$ cat src/rtl/rice_core_pkg.sv
// Shared types and constants for the rice core machine-mode trap logic.
package rice_core_pkg;

  typedef enum logic [1:0] {
    IDLE,
    SAVE,
    REDIRECT
  } rice_trap_state;

  typedef enum logic [1:0] {
    EXCEPTION,
    MRET,
    INTERRUPT
  } rice_trap_kind;

  localparam logic [1:0] RICE_MTVEC_DIRECT   = 2'd0;
  localparam logic [1:0] RICE_MTVEC_VECTORED = 2'd1;
  localparam logic [3:0] RICE_MEXT_INT_CODE  = 4'd11;
  localparam logic [1:0] RICE_PRIV_M         = 2'b11;

endpackage

$ cat src/rtl/rice_core_trap_ctrl.sv
// Machine-mode trap sequencer: arbitrates exceptions, MRET and the external
// interrupt, writes the M-level CSR hardware-set ports for one cycle, then
// holds a PC redirect towards fetch until it is accepted.
module rice_core_trap_ctrl
  import rice_core_pkg::*;
#(
  parameter int XLEN = 32
) (
  input  logic            i_clk,
  input  logic            i_rst_n,

  input  logic            i_exception_valid,
  input  logic [3:0]      i_exception_code,
  input  logic [XLEN-1:0] i_exception_tval,
  input  logic            i_mret_valid,
  input  logic            i_irq,
  input  logic [XLEN-1:0] i_event_pc,
  output logic            o_ack,
  output logic            o_busy,

  input  logic [1:0]      i_mtvec_mode,
  input  logic [XLEN-3:0] i_mtvec_base,
  input  logic [XLEN-1:0] i_mepc,
  input  logic            i_mstatus_mie,
  input  logic            i_mstatus_mpie,

  output logic            o_mepc_set,
  output logic            o_mcause_exception_code_set,
  output logic            o_mcause_interrupt_set,
  output logic            o_mtval_set,
  output logic            o_mstatus_mie_set,
  output logic            o_mstatus_mpie_set,
  output logic            o_mstatus_mpp_set,
  output logic [XLEN-1:0] o_mepc,
  output logic [XLEN-1:0] o_mtval,
  output logic [3:0]      o_mcause_exception_code,
  output logic            o_mcause_interrupt,
  output logic            o_mstatus_mie,
  output logic            o_mstatus_mpie,
  output logic [1:0]      o_mstatus_mpp,

  output logic            o_redirect_valid,
  output logic [XLEN-1:0] o_redirect_pc,
  input  logic            i_redirect_ready
);

  // Vectored mode places the external interrupt handler at base + cause*4.
  localparam logic [XLEN-1:0] IRQ_VEC_OFFSET = {{(XLEN-6){1'b0}}, RICE_MEXT_INT_CODE, 2'b00};

  rice_trap_state  state_q;
  rice_trap_kind   kind_q,   kind_d;
  logic [3:0]      code_q,   code_d;
  logic [XLEN-1:0] mepc_q,   mepc_d;
  logic [XLEN-1:0] tval_q,   tval_d;
  logic [XLEN-1:0] target_q, target_d;
  logic            mie_q;
  logic            mpie_q;

  logic            excWin;
  logic            mretWin;
  logic            irqWin;
  logic            acceptReq;
  logic [XLEN-1:0] baseAddr;
  logic            unusedPcBits;

  // The MRET target and saved mepc are always halfword aligned, so bit 0 of
  // the incoming PCs is dropped on purpose.
  assign unusedPcBits = i_event_pc[0] ^ i_mepc[0];

  assign baseAddr = {i_mtvec_base, 2'b00};

  // Fixed-priority arbitration and the values captured when a request wins.
  always_comb begin
    excWin    = i_exception_valid;
    mretWin   = !i_exception_valid && i_mret_valid;
    irqWin    = !i_exception_valid && !i_mret_valid && i_irq && i_mstatus_mie;
    acceptReq = (state_q == IDLE) && i_rst_n && (excWin || mretWin || irqWin);

    kind_d   = EXCEPTION;
    code_d   = i_exception_code;
    mepc_d   = {i_event_pc[XLEN-1:1], 1'b0};
    tval_d   = i_exception_tval;
    target_d = baseAddr;

    if (mretWin) begin
      kind_d   = MRET;
      code_d   = 4'd0;
      tval_d   = '0;
      target_d = {i_mepc[XLEN-1:1], 1'b0};
    end else if (irqWin) begin
      kind_d = INTERRUPT;
      code_d = RICE_MEXT_INT_CODE;
      tval_d = '0;
      if (i_mtvec_mode == RICE_MTVEC_VECTORED) begin
        target_d = baseAddr + IRQ_VEC_OFFSET;
      end
    end
  end

  // Sequencer state and latched request context; reset abandons any sequence.
  always_ff @(posedge i_clk) begin
    if (!i_rst_n) begin
      state_q  <= IDLE;
      kind_q   <= EXCEPTION;
      code_q   <= '0;
      mepc_q   <= '0;
      tval_q   <= '0;
      target_q <= '0;
      mie_q    <= 1'b0;
      mpie_q   <= 1'b0;
    end else begin
      case (state_q)
        IDLE: begin
          if (acceptReq) begin
            state_q  <= SAVE;
            kind_q   <= kind_d;
            code_q   <= code_d;
            mepc_q   <= mepc_d;
            tval_q   <= tval_d;
            target_q <= target_d;
            mie_q    <= i_mstatus_mie;
            mpie_q   <= i_mstatus_mpie;
          end
        end
        SAVE: begin
          state_q <= REDIRECT;
        end
        REDIRECT: begin
          if (i_redirect_ready) begin
            state_q <= IDLE;
          end
        end
        default: begin
          state_q <= IDLE;
        end
      endcase
    end
  end

  // CSR strobes and data in SAVE, redirect in REDIRECT; everything else is 0.
  always_comb begin
    o_mepc_set                  = 1'b0;
    o_mcause_exception_code_set = 1'b0;
    o_mcause_interrupt_set      = 1'b0;
    o_mtval_set                 = 1'b0;
    o_mstatus_mie_set           = 1'b0;
    o_mstatus_mpie_set          = 1'b0;
    o_mstatus_mpp_set           = 1'b0;
    o_mepc                      = '0;
    o_mtval                     = '0;
    o_mcause_exception_code     = '0;
    o_mcause_interrupt          = 1'b0;
    o_mstatus_mie               = 1'b0;
    o_mstatus_mpie              = 1'b0;
    o_mstatus_mpp               = 2'b00;
    o_redirect_valid            = 1'b0;
    o_redirect_pc               = '0;

    if (state_q == SAVE) begin
      o_mstatus_mie_set  = 1'b1;
      o_mstatus_mpie_set = 1'b1;
      o_mstatus_mpp_set  = 1'b1;
      o_mstatus_mpp      = RICE_PRIV_M;
      if (kind_q == MRET) begin
        o_mstatus_mie  = mpie_q;
        o_mstatus_mpie = 1'b1;
      end else begin
        o_mepc_set                  = 1'b1;
        o_mcause_exception_code_set = 1'b1;
        o_mcause_interrupt_set      = 1'b1;
        o_mtval_set                 = 1'b1;
        o_mepc                      = mepc_q;
        o_mtval                     = tval_q;
        o_mcause_exception_code     = code_q;
        o_mcause_interrupt          = (kind_q == INTERRUPT);
        o_mstatus_mie               = 1'b0;
        o_mstatus_mpie              = mie_q;
      end
    end else if (state_q == REDIRECT) begin
      o_redirect_valid = 1'b1;
      o_redirect_pc    = target_q;
    end
  end

  assign o_ack  = acceptReq;
  assign o_busy = (state_q != IDLE);

endmodule
$ cat config.mk
export PLATFORM = sky130hd
export DESIGN_NAME = rice_core_trap_ctrl
export DESIGN_NICKNAME = d
export VERILOG_FILES = /design/src/rtl/rice_core_pkg.sv /design/src/rtl/rice_core_trap_ctrl.sv
export SDC_FILE = /design/constraint.sdc
export NUM_CORES = 1
export LEC_CHECK = 0
export BUFFER_PORTS_ARGS = -buffer_cell sky130_fd_sc_hd__buf_2
export CAP_MARGIN = 10
export CORE_MARGIN = 4
export CORE_UTILIZATION = 46
export DETAILED_ROUTE_END_ITERATION = 16
export PLACE_DENSITY = 0.78
export SYNTH_ARGS = -nofsm -noshare
export SYNTH_HDL_FRONTEND = slang
export SYNTH_SLANG_ARGS = --single-unit
export TNS_END_PERCENT = 5
$ cat constraint.sdc
create_clock -name i_clk -period 2.4 [get_ports i_clk]
set_input_delay 0.24 -clock i_clk [delete_from_list [all_inputs] [get_ports i_clk]]
set_output_delay 0.24 -clock i_clk [all_outputs]
set_load 0.01 [all_outputs]
; ---- After elaboration in Yosys (flattened, before gate mapping)
; Index checks and enable logic that the tools add are counted.
[totals]
ff_bits = 105
input_bits = 140
output_inout_bits = 115
[classes]
add_sub_neg = 1
eq_ne = 7
muxes = 32
reduce_logical = 14
[op_table]
columns = cell, n
row1 = $mux W32, 11
row2 = $add A32 B6 Y32 const B, 1
row3 = $mux W4, 4
row4 = $mux W1, 11
row5 = $mux W2, 5
row6 = $eq A2 B1 Y1 const B, 3
row7 = $logic_and A1 B1 Y1, 6
row8 = $pmux W2 S3, 1
row9 = $eq A2 B2 Y1 const B, 2
row10 = $ne A2 B2 Y1 const B, 2
row11 = $reduce_and A2 Y1, 2
row12 = $logic_not A1 Y1, 2
row13 = $logic_not A2 Y1, 1
row14 = $logic_or A1 B1 Y1, 2
row15 = $reduce_bool A2 Y1, 1

; ---- Depth between registers and ports, before layout
; Gate-level depths: netlist of run 1.
[logic_depth]
depth_word = 8
depth_mapped = 8
ltp_nobuf = 7

; ---- Worst setup path after synthesis of run 1
; No wires, ideal clock.
[synth_timing]
path_type = input to register
from = input port i_exception_valid
to = register target_q[26]
setup_ns = 0.091
arrival_time_ns = 1.981
required_ns = 2.309
path_slack_ns = 0.328
stages = 6
path_buffers = 1
path_cell_list = nor4bb_1 -> clkbuf_1 -> nand3_1 -> or4_4 -> or3_1 -> a311oi_1
[synth_between]
elab_chain_len = 7
elab_cells_between_ends = 11
[synth_rtl]
columns = item, line_no
row1 = from (decl), rice_core_trap_ctrl.sv:12  ; input logic i_exception_valid,
row2 = $logic_not A1 Y1, "rice_core_trap_ctrl.sv:75, rice_core_trap_ctrl.sv:76"
row3 = $logic_and A1 B1 Y1 (3 in a row), rice_core_trap_ctrl.sv:76  ; irqWin = !i_exception_valid && !i_mret_valid && i_irq && i_mstatus_mie;
row4 = $logic_or A1 B1 Y1, rice_core_trap_ctrl.sv:77  ; acceptReq = (state_q == IDLE) && i_rst_n && (excWin || mretWin || irqWin);
row5 = $logic_and A1 B1 Y1, rice_core_trap_ctrl.sv:77
row6 = $reduce_and A2 Y1 (no line), -
row7 = to (signal assigned), rice_core_trap_ctrl.sv:120  ; target_q <= target_d;
row8 = to (decl), rice_core_trap_ctrl.sv:55  ; logic [XLEN-1:0] target_q, target_d;
; Parallel ways exist; a longest one is shown, timed or not.
; A chain may end at the register's enable or synchronous reset.

; ---- Worst setup path after layout of run 1
[layout_timing]
from = register state_q[1]
to = register tval_q[13]
[layout_between]
elab_chain_len = 4
[layout_rtl]
columns = item, line_no
row1 = from (decl), rice_core_trap_ctrl.sv:50  ; rice_trap_state state_q;
row2 = from (signal assigned), rice_core_trap_ctrl.sv:103  ; state_q <= IDLE;
row3 = from (signal assigned), rice_core_trap_ctrl.sv:115  ; state_q <= SAVE;
row4 = from (signal assigned), rice_core_trap_ctrl.sv:126  ; state_q <= REDIRECT;
row5 = $logic_not A2 Y1 (*), "rice_core_trap_ctrl.sv:77, rice_core_trap_ctrl.sv:112"
row6 = $logic_and A1 B1 Y1 (2 in a row), rice_core_trap_ctrl.sv:77
row7 = $reduce_and A2 Y1 (no line) (*), -
row8 = to (signal assigned), rice_core_trap_ctrl.sv:119  ; tval_q <= tval_d;
row9 = to (decl), rice_core_trap_ctrl.sv:54  ; logic [XLEN-1:0] tval_q, tval_d;
; Every way passes the cells marked *; elsewhere a longest branch is shown, timed or not.

==> flow_summary.ini, run 1 <==
[run_status]
status = finished clean

[clock_network]
clock_sinks = 104
cts_resized = 0
clkTransAtPathRegs_ns = 0.07
insertion_delay_ns = 0.33
cts-root-buf = clkbuf_16
holdBufCountCts = 0
htree_levels = 3
clockBufferDepth = 2
cts_buffers = 9
cts_tree = yes
postCtsSetupRepairBufs = 0

[sta]
tightest_slew_ns = 1.19
max-slew-margin-rel_pct = 20.6
rsz0062_at_grt = false
fin_worst_skew_ns = 0.00301
slew_viol_final = 0
fmax_mhz = 498
tns_ns = 0
finalCritPeriodShare_pct = 83.8
finalSetupViolCount = 0
hold_viol_final = 0
period_needed_ns = 2.01
setup_ws_ns = 0.390

[synthesis]
synth_top_cell_by_area = dfxtp_1
syn_area_per_cell_sq_um = 7.88
synth_warnings = 0
synth_top_area_share_pct = 39.9
yosysSeqAreaShare_pct = 39.9
synth_area_leaders = dfxtp_1, and2_1, nand3_1
synth_cells = 662
netlist_area_sq_um = 5220
async_flop_share_pct = 0
synth_edf_count = 0
synthFlopType = dfxtp_1
ys_types = 51
ys_seq_elements = 104

[detailed_routing]
drt_iter0_drc = 307
dr_total_vias = 5456
firstDrtPassIters = 4
route.detailed.drc = 0
drt_wl_total_um = 15700
wire_per_inst_um = 15.3
vias_per_cell = 5.31
ant_nets = 0

[layout]
layout.nets = 1023
layout_common_cells = buf_2, and2_1, dfxtp_1
drive_above_1_share_pct = 33.0
area_growth_pct = 30.9
multi_input_comb_area_sq_um = 2870
fillerInstances = 1019
final_common_cell = buf_2
fin_cells = 1027
diodes = 0
fin_util_pct = 62.2
seq_area_sq_um = 2080

[critical_path]
path_cells = nor3b_1, buf_4, and2_1, a22oi_1, nor2_1
critPathTopFamily = simple AND/OR/NAND/NOR gates
startpoint_type = flip-flop
r2r-start = state_q[1]
crit_required_ns = 2.66
critical_path.startpoint = state_q[1]
worst_setup_path_end_kind = flip-flop
cpPeakStageDelay_ns = 0.92
crit_type = reg -> reg
slowest_stage = and2_1
path_max_fanout = 33
path_buf_inv = 1
worstPathArrival_ns = 2.27

[global_route]
grt_start_max_net_pins = 105
grt_pass1_wl_um = 25200
use_met2_pct = 39.3
gr-usage-met3_pct = 4.55
overflow = 0
grt.busiest_layer = met2
grt_pass1_vias = 5126
grt_use_total_pct = 23.7
antenna_found_initial = 0
met1_usage_pct = 30.0

[placed_design]
place_ws_ns = 0.124
dpl.cell_count = 1011
portBuffers = 250
place_congestion = 0.892
hpwl_um = 11500

[pwr]
switching_power_mw = 1.13
p_sw_share_pct = 27.8
seq_power_share_pct = 47.9
power_frac_comb_pct = 19.5
power.leakage_nw = 3.34
p_per_area_nw_per_um2 = 596
power_mw = 4.07
peakVddDrop_mv = 0.313
cellInternalPower_mw = 2.94
clockPowerShare_pct = 32.6

[worst_hold_path]
min_path_type = in -> reg
hp-start = i_event_pc[15]

[job]
drv_cap = 0

[floorplan]
die_x_um = 115
ios = 255
start_util_pct = 47.5
std_cell_rows = 38
die_area_sq_um = 13100
coreArea_sq_um = 11000
die_h_um = 115
[power by group through the flow]
stage | Clock (mW) | Sequential, mW | Combinational, mW
finish | 1.33 | 1.95 | 0.794
global route | 1.44 | 1.97 | 0.887
CTS | 1.37 | 1.95 | 0.797
detailed placement | 0 | 1.99 | 0.794
global placement | 0 | 1.98 | 0.786
floorplan | 0 | 1.97 | 0.483
[path summary, 6_finish.rpt]
kind | endpoint | slack, ns | cells past startpoint
max | tval_q[13] | 0.39 | 5
min | mepc_q[15] | 0.09 | 3
max reg2reg | tval_q[13] | 0.39 | 5
min reg2reg | mepc_q[7] | 0.45 | 2
[final cells by class]
type | count | share of cell area (%)
Clock buffer | 13 | 3.66
Clock inverter | 3 | 0.256
Inverter | 9 | 0.495
Multi-Input combinational cell | 489 | 41.9
Sequential cell | 104 | 30.5
Tap cell | 140 | 2.56
Timing Repair Buffer | 269 | 20.6
[worst min-delay path, cell delays in order]
cell and delay [ns]:
buf_2 0.08, nand2_1 0.04, nand2_1 0.04
[synthesized netlist by cell type, types with 3 or more instances]
cell type / instances
and4_1: 3
or3_1: 5
nand3_1: 63
o22ai_1: 16
inv_1: 7
nand2b_1: 3
nor2_1: 51
clkbuf_1: 42
and2_1: 104
o211ai_1: 4
buf_1: 9
nand2_1: 70
a21oi_1: 10
nor2b_1: 5
nor3_1: 11
o21ai_0: 18
mux2i_1: 6
nand4_1: 7
buf_4: 9
nor4_1: 8
a21boi_0: 8
a22oi_1: 42
xnor2_1: 20
dfxtp_1: 104
[cells by family after synthesis]
| logic type | share of synthesized area, % |
|---|---|
| xor gates and xnor gates | 3.69 |
| buffers and inverters | 5.71 |
| adders and majority gates | 0.240 |
| AOI/OAI and AO/OA | 14.7 |
| muxes | 1.15 |
| other | 0.0719 |
| DFF | 39.9 |
| and+or+nand+nor | 34.5 |
[flip-flops by register name, summed over array words and instances, names as in the netlist]
register and count:
kind_q 2, mie_q 1, code_q 4, mpie_q 1, target_q 31, state_q 2
tval_q 32, mepc_q 31
[routing by layer]
metal / up-vias / share of wire [%]
li1: 2711 / -
met4: 0 / 2.7
met5: - / 0
met2: 229 / 48
met1: 2483 / 41
met3: 33 / 7.7
[per-stage QoR]
stage | cell area (sq um) | hold slack, ns
final | 6830 | 0.0896
after global placement | 6560 | 0.427
after CTS | 6830 | 0.0747
after global routing | 6830 | 0.0787
after detailed placement | 6560 | 0.427
after floorplan | 5220 | 0.339
No activity file was read; power rests on OpenSTA's default activity.
==> run 2: changes to the inputs <==
==> constraint.sdc (replaced) <==
create_clock -name i_clk -period 2.1 [get_ports i_clk]
set_input_delay 0.21 -clock i_clk [delete_from_list [all_inputs] [get_ports i_clk]]
set_output_delay 0.21 -clock i_clk [all_outputs]
set_load 0.01 [all_outputs]
==> flow_summary.ini, run 2 (same netlist as run 1, synthesis figures left out) <==
[run_status]
status = finished clean

[global_route]
antenna_found_initial = 0
grt_pass1_wl_um = 25000
overflow = 0
grt_use_total_pct = 23.4
grt_pass1_vias = 4945
grt_start_max_net_pins = 72

[pwr]
cellInternalPower_mw = 3.52
seq_power_share_pct = 45.8
power.leakage_nw = 3.44
power_frac_comb_pct = 19.2
clockPowerShare_pct = 35.0
switching_power_mw = 1.36
p_sw_share_pct = 27.9
peakVddDrop_mv = 0.343
p_per_area_nw_per_um2 = 696

[layout]
drive_above_1_share_pct = 34.6
fillerInstances = 996
final_common_cell = buf_2
diodes = 0
fin_area_sq_um = 7010
top_regs = tval_q (32), mepc_q (31), target_q (31)
layout_common_cells = buf_2, and2_1, dfxtp_1
layout.nets = 1039
regMostFlops = tval_q
area_growth_pct = 34.3
largest_register_ffs = 32

[placed_design]
place_ws_ns = -0.243
hpwl_um = 11700
place_congestion = 0.931
placed_area_sq_um = 6700
portBuffers = 250

[sta]
rsz0062_at_grt = false
finalCritPeriodShare_pct = 94.5
setup_ws_ns = 0.115
period_needed_ns = 1.98
tightest_slew_ns = 0.823
fin_worst_skew_ns = 0.00590
fmax_mhz = 504
slew_viol_final = 0
max-slew-margin-rel_pct = 44.5
finalSetupViolCount = 0
hold_viol_final = 0

[clock_network]
insertion_delay_ns = 0.33
clockBufferDepth = 2
clkTransAtPathRegs_ns = 0.07
clock_sinks = 104
cts_tree = yes
cts_buffers = 9
htree_levels = 3
cts-root-buf = clkbuf_16

[floorplan]
die_x_um = 115
die_area_sq_um = 13100
die_h_um = 115
std_cell_rows = 38
coreArea_sq_um = 11000
ios = 255
start_util_pct = 47.5

[critical_path]
worstReg2RegEnd = target_q[30]
startpoint_type = input pin
crit_type = in -> reg
worst_setup_path_end_kind = flip-flop
crit_required_ns = 2.35
r2r-start = state_q[1]
r2r_slack_ns = 0.39
path_max_fanout = 8
worstPathArrival_ns = 2.23
rr_worst_depth = 7

[detailed_routing]
ant_nets = 0
drt_wl_total_um = 15900
vias_per_cell = 5.27
dr_total_vias = 5501
drt_iter0_drc = 395
firstDrtPassIters = 5
wire_per_inst_um = 15.2
route.detailed.drc = 0

[worst_hold_path]
min_path_type = in -> reg
hp-start = i_event_pc[16]
holdPathStages = 3
worstHoldEndpoint = mepc_q[16]

[job]
drv_cap = 0
run 2: worst max-delay path by stage:
stage / slack, ns / start / endpoint
after floorplan: 0.06 / i_exception_valid / target_q[26]
after CTS: 0.08 / state_q[1] / o_ack
after global placement: -0.18 / i_exception_valid / target_q[26]
after detailed placement: -0.24 / i_exception_valid / target_q[26]
final: 0.12 / i_exception_valid / target_q[26]
after global routing: 0.03 / i_irq / target_q[26]
run 2: power by group through the flow:
stage | clock network [mW] | logic, mW | registers [mW]
finish | 1.71 | 0.938 | 2.23
global route | 1.81 | 1.05 | 2.25
CTS | 1.75 | 0.941 | 2.23
detailed placement | 0 | 0.936 | 2.27
global placement | 0 | 0.927 | 2.27
floorplan | 0 | 0.552 | 2.25
run 2: worst max-delay path, cell delays in order:
cell and delay, ns:
buf_2 0.10, nor4bb_1 0.50, buf_4 0.26, nand3_1 0.10, or4_4 0.51, or3_1 0.32
a311oi_1 0.23
run 2: per-layer routing:
metal	track usage (%)	vias up	part of all wire (%)
met4	6.81	0	1.7
met2	39.9	258	49
met1	30.5	2479	40
met5	0	-	0
li1	-	2744	-
met3	3.96	20	8.9
run 2: layout make-up:
type | count | area [sq um] | share of cell area [%]
sequential | 104 | 2080 | 29.7
clock inverter | 6 | 66.3 | 0.946
multi-input combinational | 489 | 2870 | 40.9
timing repair buffer | 285 | 1540 | 22.0
inverter | 9 | 36.3 | 0.518
tap | 140 | 175 | 2.50
clock buffer | 10 | 239 | 3.41
run 2: what timing repair did:
item / CTS / global route
hold buffers: 0 / 0
endpoints found under the setup margin: 1 / 1
pin swaps: 0 / 0
hold endpoints to repair: 0 / 0
setup buffers: 0 / 0
gates resized for setup: 1 / 1
run 2: stage by stage:
stage | instances | total power, mW | TNS (ns) | hold WS (ns) | utilization (%)
floorplan | 663 | 2.80 | 0 | 0.309 | -
global placement | 1027 | 3.20 | -0.344 | 0.396 | 61.0
detailed placement | 1027 | 3.21 | -0.808 | 0.397 | 61.0
CTS | 1043 | 4.92 | 0 | 0.0460 | 63.8
global route | 1043 | 5.11 | 0 | 0.0609 | 63.8
finish | 1043 | 4.88 | 0 | 0.0573 | 63.8
